--- src/rtl/add_lane_pipe.sv ---
// Multi-lane elastic pipelined adder: LANES independent a+b lanes sharing one valid/ready pipeline.
// Optional macro ADD_LANE_PIPE_SAT_EN clamps overflowing lanes and counts saturation events.
module add_lane_pipe #(
    parameter int DATA_W     = 8,
    parameter int LANES      = 2,
    parameter int PIPE_DEPTH = 2,
    parameter int TAG_W      = 4
) (
    input  logic                             clock,
    input  logic                             reset,
    input  logic                             in_valid,
    output logic                             in_ready,
    input  logic [LANES*DATA_W-1:0]          in_a,
    input  logic [LANES*DATA_W-1:0]          in_b,
    input  logic [TAG_W-1:0]                 in_tag,
    output logic                             out_valid,
    input  logic                             out_ready,
    output logic [LANES*(DATA_W+1)-1:0]      out_sum,
    output logic [TAG_W-1:0]                 out_tag,
    output logic [$clog2(PIPE_DEPTH+1)-1:0]  occupancy,
    output logic [15:0]                      sat_count
);

    localparam int SUM_W = LANES * (DATA_W + 1);
    localparam int OCC_W = $clog2(PIPE_DEPTH + 1);
    localparam int LAST  = PIPE_DEPTH - 1;

    logic [PIPE_DEPTH-1:0] r_v;
    logic [SUM_W-1:0]      r_sum [PIPE_DEPTH];
    logic [TAG_W-1:0]      r_tag [PIPE_DEPTH];

    logic [PIPE_DEPTH-1:0] w_en;
    logic [SUM_W-1:0]      w_sum0;
    logic [DATA_W:0]       w_lane;
    logic [OCC_W-1:0]      w_occ;
    logic                  w_accept;
    logic                  w_tail_full;
`ifdef ADD_LANE_PIPE_SAT_EN
    logic [15:0]           w_sat_num;
    logic [16:0]           w_sat_next;
    logic [15:0]           r_sat_count;
`endif

    // Handshake: a transfer happens on a rising edge where valid && ready; ready never waits on valid.
    // Stage k may advance unless it and every stage downstream of it are full while out_ready is low.
    always_comb begin
        w_en        = '0;
        w_tail_full = 1'b1;
        for (int k = LAST; k >= 0; k--) begin
            w_tail_full = w_tail_full & r_v[k];
            w_en[k]     = ~w_tail_full | out_ready;
        end
    end

    assign w_accept = in_valid & w_en[0] & ~reset;

    always_comb begin
        w_sum0 = '0;
        w_lane = '0;
`ifdef ADD_LANE_PIPE_SAT_EN
        w_sat_num = '0;
`endif
        for (int i = 0; i < LANES; i++) begin
            w_lane = {1'b0, in_a[i*DATA_W +: DATA_W]} + {1'b0, in_b[i*DATA_W +: DATA_W]};
`ifdef ADD_LANE_PIPE_SAT_EN
            if (w_lane[DATA_W]) begin
                w_lane    = {1'b0, {DATA_W{1'b1}}};
                w_sat_num = w_sat_num + 16'd1;
            end
`endif
            w_sum0[i*(DATA_W+1) +: DATA_W+1] = w_lane;
        end
    end

    always_ff @(posedge clock) begin
        if (reset) begin
            r_v <= '0;
            for (int k = 0; k < PIPE_DEPTH; k++) begin
                r_sum[k] <= '0;
                r_tag[k] <= '0;
            end
        end else begin
            if (w_en[0]) begin
                r_v[0] <= w_accept;
                if (w_accept) begin
                    r_sum[0] <= w_sum0;
                    r_tag[0] <= in_tag;
                end
            end
            for (int k = 1; k < PIPE_DEPTH; k++) begin
                if (w_en[k]) begin
                    r_v[k]   <= r_v[k-1];
                    r_sum[k] <= r_sum[k-1];
                    r_tag[k] <= r_tag[k-1];
                end
            end
        end
    end

    always_comb begin
        w_occ = '0;
        for (int k = 0; k < PIPE_DEPTH; k++) begin
            w_occ = w_occ + OCC_W'(r_v[k]);
        end
    end

`ifdef ADD_LANE_PIPE_SAT_EN
    assign w_sat_next = {1'b0, r_sat_count} + {1'b0, w_sat_num};

    // Counter sticks at all-ones rather than wrapping.
    always_ff @(posedge clock) begin
        if (reset) begin
            r_sat_count <= '0;
        end else if (w_accept) begin
            r_sat_count <= w_sat_next[16] ? 16'hFFFF : w_sat_next[15:0];
        end
    end

    assign sat_count = r_sat_count;
`else
    assign sat_count = '0;
`endif

    // Outputs read as idle for the whole reset cycle, not just after the reset edge.
    assign in_ready  = w_en[0] | reset;
    assign out_valid = r_v[LAST] & ~reset;
    assign out_sum   = reset ? '0 : r_sum[LAST];
    assign out_tag   = reset ? '0 : r_tag[LAST];
    assign occupancy = reset ? '0 : w_occ;

endmodule

--- config.mk ---
export PLATFORM = sky130hd
export DESIGN_NAME = add_lane_pipe
export DESIGN_NICKNAME = d
export VERILOG_FILES = /design/src/rtl/add_lane_pipe.sv
export SDC_FILE = /design/constraint.sdc
export NUM_CORES = 1
export LEC_CHECK = 0
export CAP_MARGIN = 20
export CORE_AREA = 2 2 84 86
export CTS_BUF_LIST = sky130_fd_sc_hd__clkbuf_16
export CTS_CLUSTER_SIZE = 25
export DETAILED_ROUTE_END_ITERATION = 16
export DIE_AREA = 0 0 86 88
export PLACE_DENSITY_LB_ADDON = 0.05
export SLEW_MARGIN = 20
export SYNTH_ARGS = -nofsm -noshare
export SYNTH_HDL_FRONTEND = slang
export SYNTH_SLANG_ARGS = --single-unit
--- constraint.sdc ---
create_clock -name clock -period 1.9 [get_ports clock]
set_input_delay 0.38 -clock clock [delete_from_list [all_inputs] [get_ports clock]]
set_output_delay 0.38 -clock clock [all_outputs]
set_load 0.02 [all_outputs]
==> metrics.txt <==
Total Routing Usage GR=12.7%; min Tclk post-route=1840 ps; core area=6640 sq um; Initial DRC Count=35; die height=88 microns; hold-fix buffer count after cts=0; WP data required=1930 ps; clk root buf=clkbuf_16; Initial Util=39.0%; wire per inst=11.5 microns; Achievable Freq=544 MHz; multi-input logic area=1270 sq um; placed cells=388; R2R setup slack=310 ps; port bufs=65; R2R cell count=6; Fin. Hold Viols=0; Mapped Area=2590 sq um; Crit-path slowest cell=fa_2; Fin Clk Skew=3.50 ps; crit-path max cell delay=400 ps; worst hold path type=reg2reg; final wirelength=4580 microns; Yosys warnings=0; Num CTS Buffers=5; Final Util=57.4%; Critical Path Source Type=input pin; CP Max Fanout=2; first-pass GRT wire length=7670 microns; clock slew at reported path FFs=60 ps; final setup vio count=0; layout cells sized above 1=22.0%; final period utilization=96.7%; fin nets=376; flops & latches, synth=46; crit-path cells=dlygate4sd2_1 > fa_2 > a211oi_2 > nor2_2 > o31a_1 > o31a_1; Max Slew Vio Count=0; WS Path Type=in2reg; PwrDens=729 nW/um^2; # rows=30; largest net degree at the start of global routing=23; worst hold stages=2; count of cell types in the netlist=36; routability cong.=0.777; outcome=complete, no violations; initial antenna violation count=0; die area=7570 sq um; Syn Inst Count=221; Worst EP arrival=1870 ps; WP depth=6; CTS Buffer Depth=2; total power=2780 uW; HPWL Detailed=3380 microns; Die X-Extent=86 microns; Syn Area/Cell=11.7 sq um; Post-DP Area=3530 sq um; CP Capture Type=flop; sequential cell area=1360 sq um; vias in the first global route=1670; Leak=0.00176 uW; Max-Cap Viols=0; grt ovf=0; RSZ-0062 raised after global routing=no; # IOs=82; post-layout instance area=3810 sq um; Critical Path Most Common Cell=o31a_1; Area Growth Syn to Fin=47.0%; Fillers=603; cell family with most CP delay=compound AO/OA/AOI/OAI gates; ANT nets after route=0; worst path bufs/invs=1; clock tree sinks=46; Initial DRT Pass Iterations=4; H-tree Lvls=2; DRC Markers=0; Diodes inserted=0; register area share after synthesis=52.5%; DR vias=1802; CTS tree=built; maximum VDD drop=0.413 mV; drt via density=4.53; clock latency on the worst-skew pair=280 ps; final std cells w/o fill=398
## routing by layer
| layer | track usage [%] | vias to the layer above | share of wire [%] |
|---|---|---|---|
| met5 | 0 | - | 0 |
| met4 | 3.90 | 0 | 0.87 |
| met3 | 3.11 | 2 | 6.1 |
| met2 | 20.2 | 64 | 45 |
| met1 | 17.3 | 795 | 48 |
| li1 | - | 941 | - |
## layout make-up
class / instances / share of cell area, %
well taps: 80 / 2.63
clock buffers: 5 / 3.28
clock inverters: 3 / 1.05
inverters: 3 / 0.295
multi-input cells: 164 / 33.5
repair buffers: 97 / 23.5
flip-flops and latches: 46 / 35.8
## cell usage after synthesis, drive strengths merged
cell / count / area (sq um)
clkbuf: 6 / 26.3
a211oi: 5 / 37.5
ha: 17 / 213
conb: 1 / 3.75
o21bai: 1 / 7.51
nor2: 13 / 48.8
xor2: 2 / 17.5
dfxtp: 2 / 40.0
buf: 17 / 125
xnor2: 2 / 17.5
nand3b: 1 / 7.51
o31a: 2 / 17.5
mux2i: 2 / 20.0
o31ai: 1 / 7.51
and2: 30 / 188
nor3: 2 / 10.0
o21ai: 7 / 35.0
or3: 5 / 31.3
nand2b: 5 / 31.3
o22ai: 2 / 12.5
fa: 2 / 40.0
nor3b: 2 / 15.0
nor2b: 25 / 156
nand2: 2 / 7.51
o21a: 2 / 15.0
a22o: 2 / 17.5
edfxtp: 44 / 1320
a21o: 7 / 52.6
inv: 3 / 11.3
a211o: 1 / 8.76
a21oi: 5 / 28.8
and3: 3 / 21.3
## report_power, final
group	switching, uW	internal [uW]
Sequential	16.8	1230
Clock	330	614
Combinational	276	317
## registers in the layout (all words and copies together) (netlist names)
register and count:
r_sum 36, r_tag 8, r_v 2
## cells in the final DEF, fill, tap and decap left out, types with 3 or more instances in the layout
cell type,instances
buf_6,3
and2_1,30
or3_1,5
buf_4,26
edfxtp_1,44
buf_12,3
clkdlybuf4s50_1,18
dlygate4sd2_1,32
a211oi_1,3
clkbuf_16,5
ha_4,7
nor2_1,12
a21o_1,7
dlymetal6s2s_1,8
o21ai_0,6
nor2b_1,25
ha_1,8
nand2b_1,5
a21oi_1,4
conb_1,16
buf_2,3
inv_1,3
## worst reg2reg max path, delay by kind of cell (launching register included)
| family | cells | cell delay [ps] |
|---|---|---|
| buf+inv | 1 | 190 |
| simple gates | 2 | 270 |
| compound gates | 1 | 320 |
| flops | 1 | 330 |
| fa+ha+maj | 1 | 190 |
| mux | 1 | 140 |
## what timing repair did
item | in CTS | in global routing
resized for setup | 59 | 25
pin swaps | 21 | 14
buffers inserted | 1 | 1
setup endpoints to repair | 35 | 10
## final timing paths
kind           start           end
max reg2reg   r_v[0]  r_sum[0][16]
min reg2reg   r_v[0]        r_v[0]
max          in_a[9]  r_sum[0][17]
min           r_v[0]        r_v[0]
## stage by stage
stage               hold slack, ps  setup TNS [ps]  setup slack (ps)
floorplan                      470           -25.5             -25.5
global placement               500          -14810              -490
detailed placement             504          -14690              -503
CTS                            505               0              1.35
global route                   527               0              4.73
finish                         504               0              61.8
## logic make-up after synthesis
group                    share of synthesized area [%]
XOR/XNOR                                          1.35
AO/OA/AOI/OAI                                     9.27
flip-flops                                        52.5
other                                            0.145
AND/OR/NAND/NOR                                   19.9
multiplexers                                     0.772
adder cells (fa/ha/maj)                           9.75
buffers and inverters                             6.27
(Power assumes the default switching activity.)
